<file path="src/rtl/serial_word_assembler_pkg.sv">
// Shared constants and helpers for the serial word assembler slice.
package serial_word_assembler_pkg;

  localparam int DATA_WIDTH = 4;

  // Bit counter must be able to hold the full word length itself.
  function automatic int cnt_width(input int word_w);
    return $clog2(word_w + 1);
  endfunction

endpackage

</file>
<file path="src/rtl/serial_word_assembler.sv">
// Collects a framed serial bit stream into a WORD_W-bit word and presents it
// to a downstream parallel-load register with a valid/ready hold.
module serial_word_assembler
  import serial_word_assembler_pkg::*;
#(
  parameter int WORD_W    = DATA_WIDTH * 2,
  parameter bit MSB_FIRST = 1'b1
) (
  input  logic              clk,
  input  logic              reset_n,
  input  logic              start,
  input  logic              ser_valid,
  input  logic              ser_in,
  input  logic              ds_ready,
  output logic              load_en,
  output logic [WORD_W-1:0] d_out,
  output logic              busy,
  output logic              frame_err,
  output logic              overrun
);

  localparam int CNT_W = cnt_width(WORD_W);

  typedef enum logic [1:0] {
    IDLE    = 2'd0,
    COLLECT = 2'd1,
    PRESENT = 2'd2
  } state_t;

  state_t              state_r;
  logic [CNT_W-1:0]    cnt_r;
  logic [WORD_W-1:0]   shift_r;
  logic [WORD_W-1:0]   d_out_r;
  logic                load_en_r;
  logic                busy_r;
  logic                frame_err_r;
  logic                overrun_r;

  logic [WORD_W-1:0]   shift_next_s;
  logic [WORD_W-1:0]   first_word_s;
  logic                cnt_last_s;

  function automatic logic [WORD_W-1:0] shift_in(input logic [WORD_W-1:0] word,
                                                 input logic              bit_in);
    if (MSB_FIRST) begin
      return {word[WORD_W-2:0], bit_in};
    end else begin
      return {bit_in, word[WORD_W-1:1]};
    end
  endfunction

  // Next shift-register values for a continuing frame and for a fresh bit 0.
  always_comb begin
    shift_next_s = shift_in(shift_r, ser_in);
    first_word_s = shift_in({WORD_W{1'b0}}, ser_in);
    cnt_last_s   = (cnt_r == CNT_W'(WORD_W - 1));
  end

  // Frame FSM with inline counter, shift register and registered outputs.
  always_ff @(posedge clk or negedge reset_n) begin
    if (!reset_n) begin
      state_r     <= IDLE;
      cnt_r       <= {CNT_W{1'b0}};
      shift_r     <= {WORD_W{1'b0}};
      d_out_r     <= {WORD_W{1'b0}};
      load_en_r   <= 1'b0;
      busy_r      <= 1'b0;
      frame_err_r <= 1'b0;
      overrun_r   <= 1'b0;
    end else begin
      frame_err_r <= 1'b0;
      overrun_r   <= 1'b0;
      case (state_r)
        IDLE: begin
          if (start && ser_valid) begin
            shift_r <= first_word_s;
            cnt_r   <= CNT_W'(1);
            busy_r  <= 1'b1;
            state_r <= COLLECT;
          end else begin
            state_r <= IDLE;
          end
        end
        COLLECT: begin
          if (start) begin
            // A new start always kills the partial word.
            frame_err_r <= 1'b1;
            if (ser_valid) begin
              shift_r <= first_word_s;
              cnt_r   <= CNT_W'(1);
            end else begin
              shift_r <= {WORD_W{1'b0}};
              cnt_r   <= {CNT_W{1'b0}};
              busy_r  <= 1'b0;
              state_r <= IDLE;
            end
          end else if (ser_valid) begin
            shift_r <= shift_next_s;
            if (cnt_last_s) begin
              cnt_r     <= CNT_W'(WORD_W);
              d_out_r   <= shift_next_s;
              load_en_r <= 1'b1;
              state_r   <= PRESENT;
            end else begin
              cnt_r <= cnt_r + CNT_W'(1);
            end
          end else begin
            state_r <= COLLECT;
          end
        end
        PRESENT: begin
          if (ds_ready) begin
            load_en_r <= 1'b0;
            if (start && ser_valid) begin
              shift_r <= first_word_s;
              cnt_r   <= CNT_W'(1);
              state_r <= COLLECT;
            end else begin
              cnt_r   <= {CNT_W{1'b0}};
              busy_r  <= 1'b0;
              state_r <= IDLE;
            end
          end else if (ser_valid) begin
            overrun_r <= 1'b1;
          end else begin
            state_r <= PRESENT;
          end
        end
        default: begin
          state_r   <= IDLE;
          cnt_r     <= {CNT_W{1'b0}};
          load_en_r <= 1'b0;
          busy_r    <= 1'b0;
        end
      endcase
    end
  end

  assign load_en   = load_en_r;
  assign d_out     = d_out_r;
  assign busy      = busy_r;
  assign frame_err = frame_err_r;
  assign overrun   = overrun_r;

endmodule

</file>
<file path="config.mk">
export PLATFORM = sky130hd
export DESIGN_NAME = serial_word_assembler
export DESIGN_NICKNAME = d
export VERILOG_FILES = /design/src/rtl/serial_word_assembler_pkg.sv /design/src/rtl/serial_word_assembler.sv
export SDC_FILE = /design/constraint.sdc
export NUM_CORES = 1
export LEC_CHECK = 0
export CORE_ASPECT_RATIO = 1.5
export CORE_MARGIN = 2
export CORE_UTILIZATION = 52
export DETAILED_ROUTE_END_ITERATION = 6
export PLACE_DENSITY_LB_ADDON = 0.1
export SLEW_MARGIN = 20
export SYNTH_ARGS = -nofsm -noshare
export SYNTH_HDL_FRONTEND = slang
export SYNTH_SLANG_ARGS = --single-unit
</file>
<file path="constraint.sdc">
create_clock -name clk -period 1.8 [get_ports clk]
set_input_delay 0.36 -clock clk [delete_from_list [all_inputs] [get_ports clk]]
set_output_delay 0.36 -clock clk [all_outputs]
set_load 0.01 [all_outputs]
</file>
==> results of run 1 <==
## through the flow
| step | TNS, ps | setup slack, ps | cells |
|---|---|---|---|
| after detailed placement | -336 | -48.9 | 147 |
| after CTS | 0 | 139 | 151 |
| after global placement | -47.1 | -6.54 | 147 |
| final | 0 | 157 | 151 |
| after global routing | 0 | 96.7 | 151 |
| after floorplan | 0 | 340 | 102 |
## worst paths after layout
kind	start	end	slack, ps	cells past startpoint
max	busy	busy	160	1
min	reset_n	frame_err	380	2
max reg2reg	cnt_r[0]	d_out[0]	190	4
min reg2reg	load_en	load_en	500	2
max in group asynchronous	reset_n	cnt_r[0]	1190	2
min in group clk	load_en	load_en	500	2
## power by group
group          internal [mW]  switching (mW)  total (mW)
Combinational         0.0751          0.0653       0.140
Clock                 0.0832           0.162       0.245
Sequential             0.581          0.0210       0.602
Total                  0.739           0.249       0.988
## metal layers
layer / global-route usage (%) / up-vias / routed length [um] / part of all wire, %
li1: - / 409 / - / -
met5: 0 / - / 0 / 0
met2: 29.5 / 13 / 1120 / 52
met1: 24.6 / 425 / 938 / 44
met3: 2.31 / 4 / 62 / 2.9
met4: 7.95 / 0 / 29 / 1.3
## layout make-up
type                    count  area [um2]  area share [%]
clock buffers               3        22.5            1.53
clock inverters             1        5.00           0.340
inverters                  10        37.5            2.55
multi-input cells          63         500            34.0
flip-flops and latches     25         626            42.6
well taps                  23        28.8            1.96
repair buffers             26         250            17.0
## cell families after synthesis
| family | synth area share (%) |
|---|---|
| AO/OA/AOI/OAI | 13.5 |
| multiplexers | 13.4 |
| flip-flops | 52.3 |
| buffers and inverters | 5.86 |
| adder cells (fa/ha/maj) | 1.99 |
| AND/OR/NAND/NOR | 13.0 |
## flip-flops by register name (all words and copies together) (netlist names)
name / cells
state_r: 2
frame_err: 1
d_out: 8
overrun: 1
cnt_r: 4
load_en: 1
busy: 1
shift_r: 7
## placed cells by master (no fill, tap or decap), types with 2 or more instances in the layout
cell / synthesis / final
inv_1: 10 / 10
mux2_2: 8 / 8
a21o_1: 3 / 3
a21oi_1: 4 / 4
mux2i_1: 7 / 7
o21ai_0: 2 / 2
nor3b_1: 2 / 2
clkbuf_4: 0 / 3
dfrtp_1: 25 / 25
nand2_1: 12 / 12
clkdlybuf4s50_1: 0 / 17
nand2b_1: 2 / 2
buf_4: 0 / 8
==> run summary, run 1 <==
Critical path buffers and inverters: 1
CTS tree: yes
Fin crit share: 91.3%
Slew Limit Fails: 0
Setup violators final: 0
Post-Place Cell Area: 1440 um2
Synthesized cell area: 1200 um2
Worst EP arrival: 1280 ps
Die X: 43.2 um
Clk_lat worst skew: 310 ps
Util after Layout: 66.6%
Post-Syn Nets: 109
Final Skew: 1.24 ps
Drt drc: 0
Post-synth EDFFs: 0
Postcts setup bufs: 0
Total track usage: 18.4%
Starting density of the core: 54.2%
RSZ-0062 raised after global routing: no
Yosys cell types: 35
DIE AREA: 2710 um2
Kind of critical path: register to output port
Most frequent cell after synthesis: dfrtp_1
Design Power: 0.988 mW
Antenna Violating Nets Remaining: 0
Slowest CP cell: clkdlybuf4s50_1
Antenna violations before repair: 0
CTS buffer count: 3
Startpoint Class: register
CTS Hold Buffers Added: 0
Via density: 5.64
Seq cells post-synth: 25
Cell row count: 21
GRT overflow: 0
Pwr per Cell Area: 672 nW/um2
Vias in the first global route: 887
Number of top-level pins: 18
Min-delay worst type: primary input to async pin
Synth area leaders: dfrtp_1 (52%), mux2_2 (7.5%), mux2i_1 (5.9%)
Post-synth top area cell: dfrtp_1
Bufs on Longest Clock Path: 2
Leakage power: 0.732 nW
Most used DFF post-synth: dfrtp_1
Wirelength per Cell: 14.3 um
Root Driver: clkbuf_4
1st-iter DRT viols: 13
Avg Inst Size Synth: 11.7 um2
Fmax: 0.609 GHz
DRT Wirelength: 2160 um
Ratio of cells with drive above 1 in the final layout: 20.3%
Async SR Flop Fraction: 100%
CTS Sinks: 25
Hold WS: 379 ps
Ys Warns: 0
Final instance area: 1470 um2
Max cap viols: 0
Rel. slew slack: 78.7%
Synth top area share: 52.3%
Routability cong.: 0.790
Mapped Cells: 102
CP Capture Type: output port
H-tree depth: 1
Worst path required time: 1440 ps
Sequential fraction of the synthesis area: 52.3%
Largest net degree at the start of global routing: 26
Worst path top cell family by delay: buffers and inverters
N_diodes: 0
Period minus WS final: 1640 ps
Fin. Hold Viols: 0
Peak supply drop: 0.529 mV
Global-route wire length before repair: 3870 um
I/O Buffers: 17
Synth-to-Final Area Change: 22.9%
Status: completed
Die Y: 62.7 um
Number of detailed-route iterations in the first pass: 4
Detailed Place HPWL: 1580 um
Most frequent cells after synthesis: dfrtp_1 (25), nand2_1 (12), inv_1 (10)
Routed vias: 851
Worst-path fanout max: 4
Nets: 136
Fill count: 198
CP Cell Sequence: clkdlybuf4s50_1
Core box area: 2210 um2
Delay of the slowest cell on the worst path: 550 ps
PostCTS Resize Cnt: 0
Worst-margin pin slew: 319 ps
Reg clk slew, reported paths: 130 ps
(Power assumes the default switching activity.)
==> run 2: changes to the inputs <==
--- a/config.mk
+++ b/config.mk
@@ -7,7 +7,7 @@
 export LEC_CHECK = 0
 export CORE_ASPECT_RATIO = 1.5
 export CORE_MARGIN = 2
-export CORE_UTILIZATION = 52
+export CORE_UTILIZATION = 50
 export DETAILED_ROUTE_END_ITERATION = 6
 export PLACE_DENSITY_LB_ADDON = 0.1
 export SLEW_MARGIN = 20
==> run summary, run 2 (synthesis gave the netlist of run 1 again) <==
Status: completed
Fin crit share: 90.8% (-0.53 points)
Startpoint Class: register
Root Driver: clkbuf_4
Worst R2R Setup Slack: 170 ps (-20 ps)
Reg clk slew, reported paths: 120 ps (about the same)
Via density: 5.44 (-3.4%)
CTS Hold Buffers Added: 0 (unchanged)
Period minus WS final: 1630 ps (-9.54 ps)
CTS buffer count: 3 (unchanged)
Routability cong.: 0.787 (-0.43%)
Vias in the first global route: 898 (+1.2%)
Clk_lat worst skew: 310 ps (about the same)
Internal: 0.745 mW (+0.81%)
Starting density of the core: 52.9% (-1.3 points)
Worst-margin pin slew: 319 ps (+0.163 ps)
PostCTS Resize Cnt: 0 (unchanged)
RSZ-0062 raised after global routing: no
Crit path launch: cnt_r[0]
Wirelength per Cell: 14.5 um (+1.6%)
Switching pwr: 0.244 mW (-2.0%)
Die X: 43.9 um (+1.8%)
H-tree depth: 1 (unchanged)
Largest net degree at the start of global routing: 26 (unchanged)
Rel. slew slack: 78.8% (about the same)
Bufs on Longest Clock Path: 2 (unchanged)
Clk network pwr share: 24.6% (-0.2 points)
CTS Sinks: 25 (unchanged)
Number of detailed-route iterations in the first pass: 2 (-2)
Most frequent cells in the layout: dfrtp_1 (25), clkdlybuf4s50_1 (17), nand2_1 (12), inv_1 (10), buf_4 (10)
Hold WS: 385 ps (+5.46 ps)
N_diodes: 0 (unchanged)
Nets: 138 (+1.5%)
Fin. Hold Viols: 0 (unchanged)
Postcts setup bufs: 0 (unchanged)
Peak supply drop: 0.543 mV (+2.6%)
Util after Layout: 65.7% (-0.94 points)
Slew Limit Fails: 0 (unchanged)
Max cap viols: 0 (unchanged)
Number of flip-flops under the largest register name: 8 (unchanged)
Leakage power: 0.739 nW (+0.94%)
Setup violators final: 0 (unchanged)
Core box area: 2260 um2 (+2.4%)
Kind of critical path: register to register
Worst r2r path cells: 4 (unchanged)
Post-Place Cell Area: 1460 um2 (+1.0%)
Power share of the sequential group: 60.9% (about the same)
Capture point of the worst reg-to-reg path: d_out[0]
Worst setup path end: d_out[0]
Final Skew: 2.17 ps (+0.938 ps)
Switch share: 24.6% (-0.52 points)
Worst-path fanout max: 10 (+6)
Worst r2r src: cnt_r[0]
Pwr per Cell Area: 666 nW/um2 (-0.81%)
Routed vias: 833 (-2.1%)
Post-Route Setup TNS: 0 ps (unchanged)
Cell row count: 21 (unchanged)
GRT overflow: 0 (unchanged)
Antenna Violating Nets Remaining: 0 (unchanged)
Worst path required time: 2010 ps (+570 ps)
Antenna violations before repair: 0 (unchanged)
Min-delay worst type: primary input to async pin
Synth-to-Final Area Change: 24.1%
DRT Wirelength: 2220 um (+3.0%)
DIE AREA: 2810 um2 (+3.7%)
DP Cell Count: 149 (+1.4%)
I/O Buffers: 17 (unchanged)
Commonest non-fill, non-tap cell in the layout: dfrtp_1
Number of top-level pins: 18 (unchanged)
Final instance area: 1480 um2 (+0.94%)
Logic pwr share: 14.6% (+0.4 points)
Ratio of cells with drive above 1 in the final layout: 20.8% (+0.46 points)
Worst EP arrival: 1850 ps (+570 ps)
Die Y: 63.9 um (+1.9%)
1st-iter DRT viols: 15 (+2)
Fmax: 0.612 GHz (+0.58%)
CP Capture Type: register
Detailed Place HPWL: 1650 um (+4.1%)
Drt drc: 0 (unchanged)
CTS tree: yes
Total track usage: 19.3% (+0.94 points)
Global-route wire length before repair: 4120 um (+6.4%)
Non-Filler Instances: 153 (+1.3%)
==> run 2: worst min path at each step <==
stage | from | to | slack (ps)
finish | reset_n | overrun | 380
detailed placement | load_en | load_en | 480
global route | reset_n | cnt_r[1] | 420
floorplan | reset_n | busy | 60
global placement | load_en | load_en | 470
CTS | reset_n | cnt_r[1] | 390
==> run 2: critical path, cell delays in order, from the launching register on <==
cell and delay, ps:
dfrtp_1 450, ha_1 270, and3b_1 230, nand2_2 210, mux2_2 370
==> run 2: final cells by class <==
| class | count | area [um2] |
|---|---|---|
| tap | 23 | 28.8 |
| multi-input combinational | 63 | 500 |
| sequential | 25 | 626 |
| fill | 185 | 776 |
| clock buffer | 4 | 26.3 |
| inverter | 10 | 37.5 |
| timing repair buffer | 28 | 265 |
==> run 2: routing by layer <==
metal  part of all wire, %  track usage, %  vias to the layer above
met4                   1.7            6.82                        0
met5                     0               0                        -
li1                      -               -                      414
met3                   2.2            2.54                        4
met2                    52            32.0                       10
met1                    44            25.4                      405
==> run 2: power by group through the flow <==
stage,logic [mW],clock network (mW),registers (mW)
after floorplan,0.0826,0,0.607
after global placement,0.142,0,0.612
after detailed placement,0.146,0,0.612
after CTS,0.147,0.255,0.602
after global routing,0.162,0.274,0.607
final,0.144,0.243,0.602
==> run 2: through the flow <==
stage	total power [mW]	worst slack (ps)
2_1_floorplan	0.689	340
3_3_place_gp	0.753	-42.1
3_5_place_dp	0.758	-89.6
4_1_cts	1.00	154
5_1_grt	1.04	57.0
6_report	0.989	166
==> run 3: changes to the inputs <==
--- a/config.mk
+++ b/config.mk
@@ -9,6 +9,7 @@
 export CORE_MARGIN = 2
 export CORE_UTILIZATION = 50
 export DETAILED_ROUTE_END_ITERATION = 6
+export MAX_ROUTING_LAYER = met4
 export PLACE_DENSITY_LB_ADDON = 0.1
 export SLEW_MARGIN = 20
 export SYNTH_ARGS = -nofsm -noshare
==> constraint.sdc (replaced) <==
create_clock -name clk -period 1.7 [get_ports clk]
set_input_delay 0.34 -clock clk [delete_from_list [all_inputs] [get_ports clk]]
set_output_delay 0.34 -clock clk [all_outputs]
set_load 0.01 [all_outputs]
==> run summary, run 3 (synthesis gave the netlist of run 1 again) <==
Status: completed
Period minus WS final: 1600 ps
1st-iter DRT viols: 29 (+14)
CTS buffer count: 3 (unchanged)
Post-Place Cell Area: 1460 um2 (unchanged)
DRT Wirelength: 2250 um (+1.4%)
Critical path buffers and inverters: 1 (+1)
Worst r2r path cells: 4 (unchanged)
Global-route wire length before repair: 3800 um (-7.7%)
Fin crit share: 94.1%
Number of detailed-route iterations in the first pass: 4 (+2)
Slew Limit Fails: 0 (unchanged)
Total track usage: 18.3% (-1.0 points)
DIE AREA: 2810 um2 (unchanged)
Worst setup path end: busy
Synth-to-Final Area Change: 24.5%
Die X: 43.9 um (unchanged)
Fmax: 0.625 GHz
Crit path launch: busy
Setup violators final: 0 (unchanged)
Final Skew: 4.52 ps (+2.35 ps)
Root Driver: clkbuf_4
N_diodes: 0 (unchanged)
Leakage power: 0.753 nW (+1.9%)
Slowest CP cell: clkdlybuf4s50_1
CTS Hold Buffers Added: 0 (unchanged)
Antenna violations before repair: 0 (unchanged)
Antenna Violating Nets Remaining: 0 (unchanged)
Worst-path fanout max: 4 (-6)
Routability cong.: 0.798 (+1.4%)
Worst path top cell family by delay: buffers and inverters
Non-Filler Instances: 153 (unchanged)
Worst path required time: 1360 ps (-650 ps)
Fin. Hold Viols: 0 (unchanged)
Vias in the first global route: 875 (-2.6%)
DP Cell Count: 149 (unchanged)
Core box area: 2260 um2 (unchanged)
Reg clk slew, reported paths: 120 ps (about the same)
Most frequent cells in the layout: dfrtp_1 (25), clkdlybuf4s50_1 (17), nand2_1 (12), inv_1 (10), buf_4 (10)
Ratio of cells with drive above 1 in the final layout: 20.8% (unchanged)
Die Y: 63.9 um (unchanged)
WL met2: 1170 um (+1.5%)
PostCTS Resize Cnt: 0 (unchanged)
WL met1: 992 um (+1.8%)
Worst r2r src: cnt_r[0]
Worst EP arrival: 1260 ps (-590 ps)
Pwr per Cell Area: 699 nW/um2 (+5.0%)
GRT overflow: 0 (unchanged)
Clk_lat worst skew: 300 ps (about the same)
Kind of critical path: register to output port
Routed vias: 852 (+2.3%)
Place WS: -153 ps (-63.3 ps)
Number of top-level pins: 18 (unchanged)
Starting density of the core: 52.9% (unchanged)
Cell row count: 21 (unchanged)
I/O Buffers: 17 (unchanged)
Hold WS: 387 ps (+2.05 ps)
Number of flip-flops under the largest register name: 8 (unchanged)
Delay of the slowest cell on the worst path: 550 ps (+100 ps)
Commonest non-fill, non-tap cell in the layout: dfrtp_1
CP Capture Type: output port
Worst R2R Setup Slack: 130 ps (-40 ps)
Postcts setup bufs: 0 (unchanged)
Detailed Place HPWL: 1680 um (+1.9%)
Worst-margin pin slew: 314 ps (-4.49 ps)
H-tree depth: 1 (unchanged)
Final instance area: 1490 um2 (+0.34%)
Met3 WL: 42 um (-14%)
CP Cell Sequence: clkdlybuf4s50_1
Crit path depth: 1 (-3)
Via density: 5.57 (+2.3%)
Final WS setup: 100 ps (-66.2 ps)
Largest net degree at the start of global routing: 26 (unchanged)
CTS Sinks: 25 (unchanged)
RSZ-0062 raised after global routing: no
Max cap viols: 0 (unchanged)
Max layer used: met4
Wirelength per Cell: 14.7 um (+1.4%)
CTS tree: yes
Drt drc: 0 (unchanged)
Nets: 138 (unchanged)
Capture point of the worst reg-to-reg path: d_out[6]
Rel. slew slack: 79.1% (+0.30 points)
Min-delay worst type: primary input to async pin
Startpoint Class: register
Bufs on Longest Clock Path: 2 (unchanged)
Peak supply drop: 0.484 mV (-11%)
## run 3: cell counts in the layout (fill, tap and decap cells not counted)
Identical to the previous run, type by type.
## run 3: per-layer routing
metal	vias to the layer above	track usage, %
met5	-	-
met1	424	23.5
met4	0	7.95
li1	412	-
met3	4	1.69
met2	12	29.0
## run 3: area by class of cell
type | instances | area [um2]
Clock buffer | 4 | 26.3
Fill cell | 175 | 771
Inverter | 10 | 37.5
Multi-Input combinational cell | 63 | 505
Sequential cell | 25 | 626
Tap cell | 23 | 28.8
Timing Repair Buffer | 28 | 265
## run 3: through the flow
stage / setup TNS (ps) / power (mW) / util [%]
after CTS: 0 / 1.06 / 65.7
after global routing: 0 / 1.09 / 65.9
final: 0 / 1.04 / 65.9
after detailed placement: -1640 / 0.803 / 64.5
after global placement: -1430 / 0.798 / 64.5
after floorplan: 0 / 0.730 / -
## run 3: worst min path at each step
stage / to / depth (start not counted) / from
after CTS: overrun / 2 / reset_n
after detailed placement: load_en / 2 / load_en
final: frame_err / 2 / reset_n
after global routing: shift_r[3] / 2 / reset_n
after floorplan: busy / 0 / reset_n
after global placement: load_en / 2 / load_en
## run 3: where the power goes
group / leakage [nW] / total, mW / switching (mW) / internal, mW
logic: 0.401 / 0.154 / 0.0715 / 0.0824
clock network: 0.0150 / 0.249 / 0.158 / 0.0914
registers: 0.337 / 0.638 / 0.0232 / 0.615
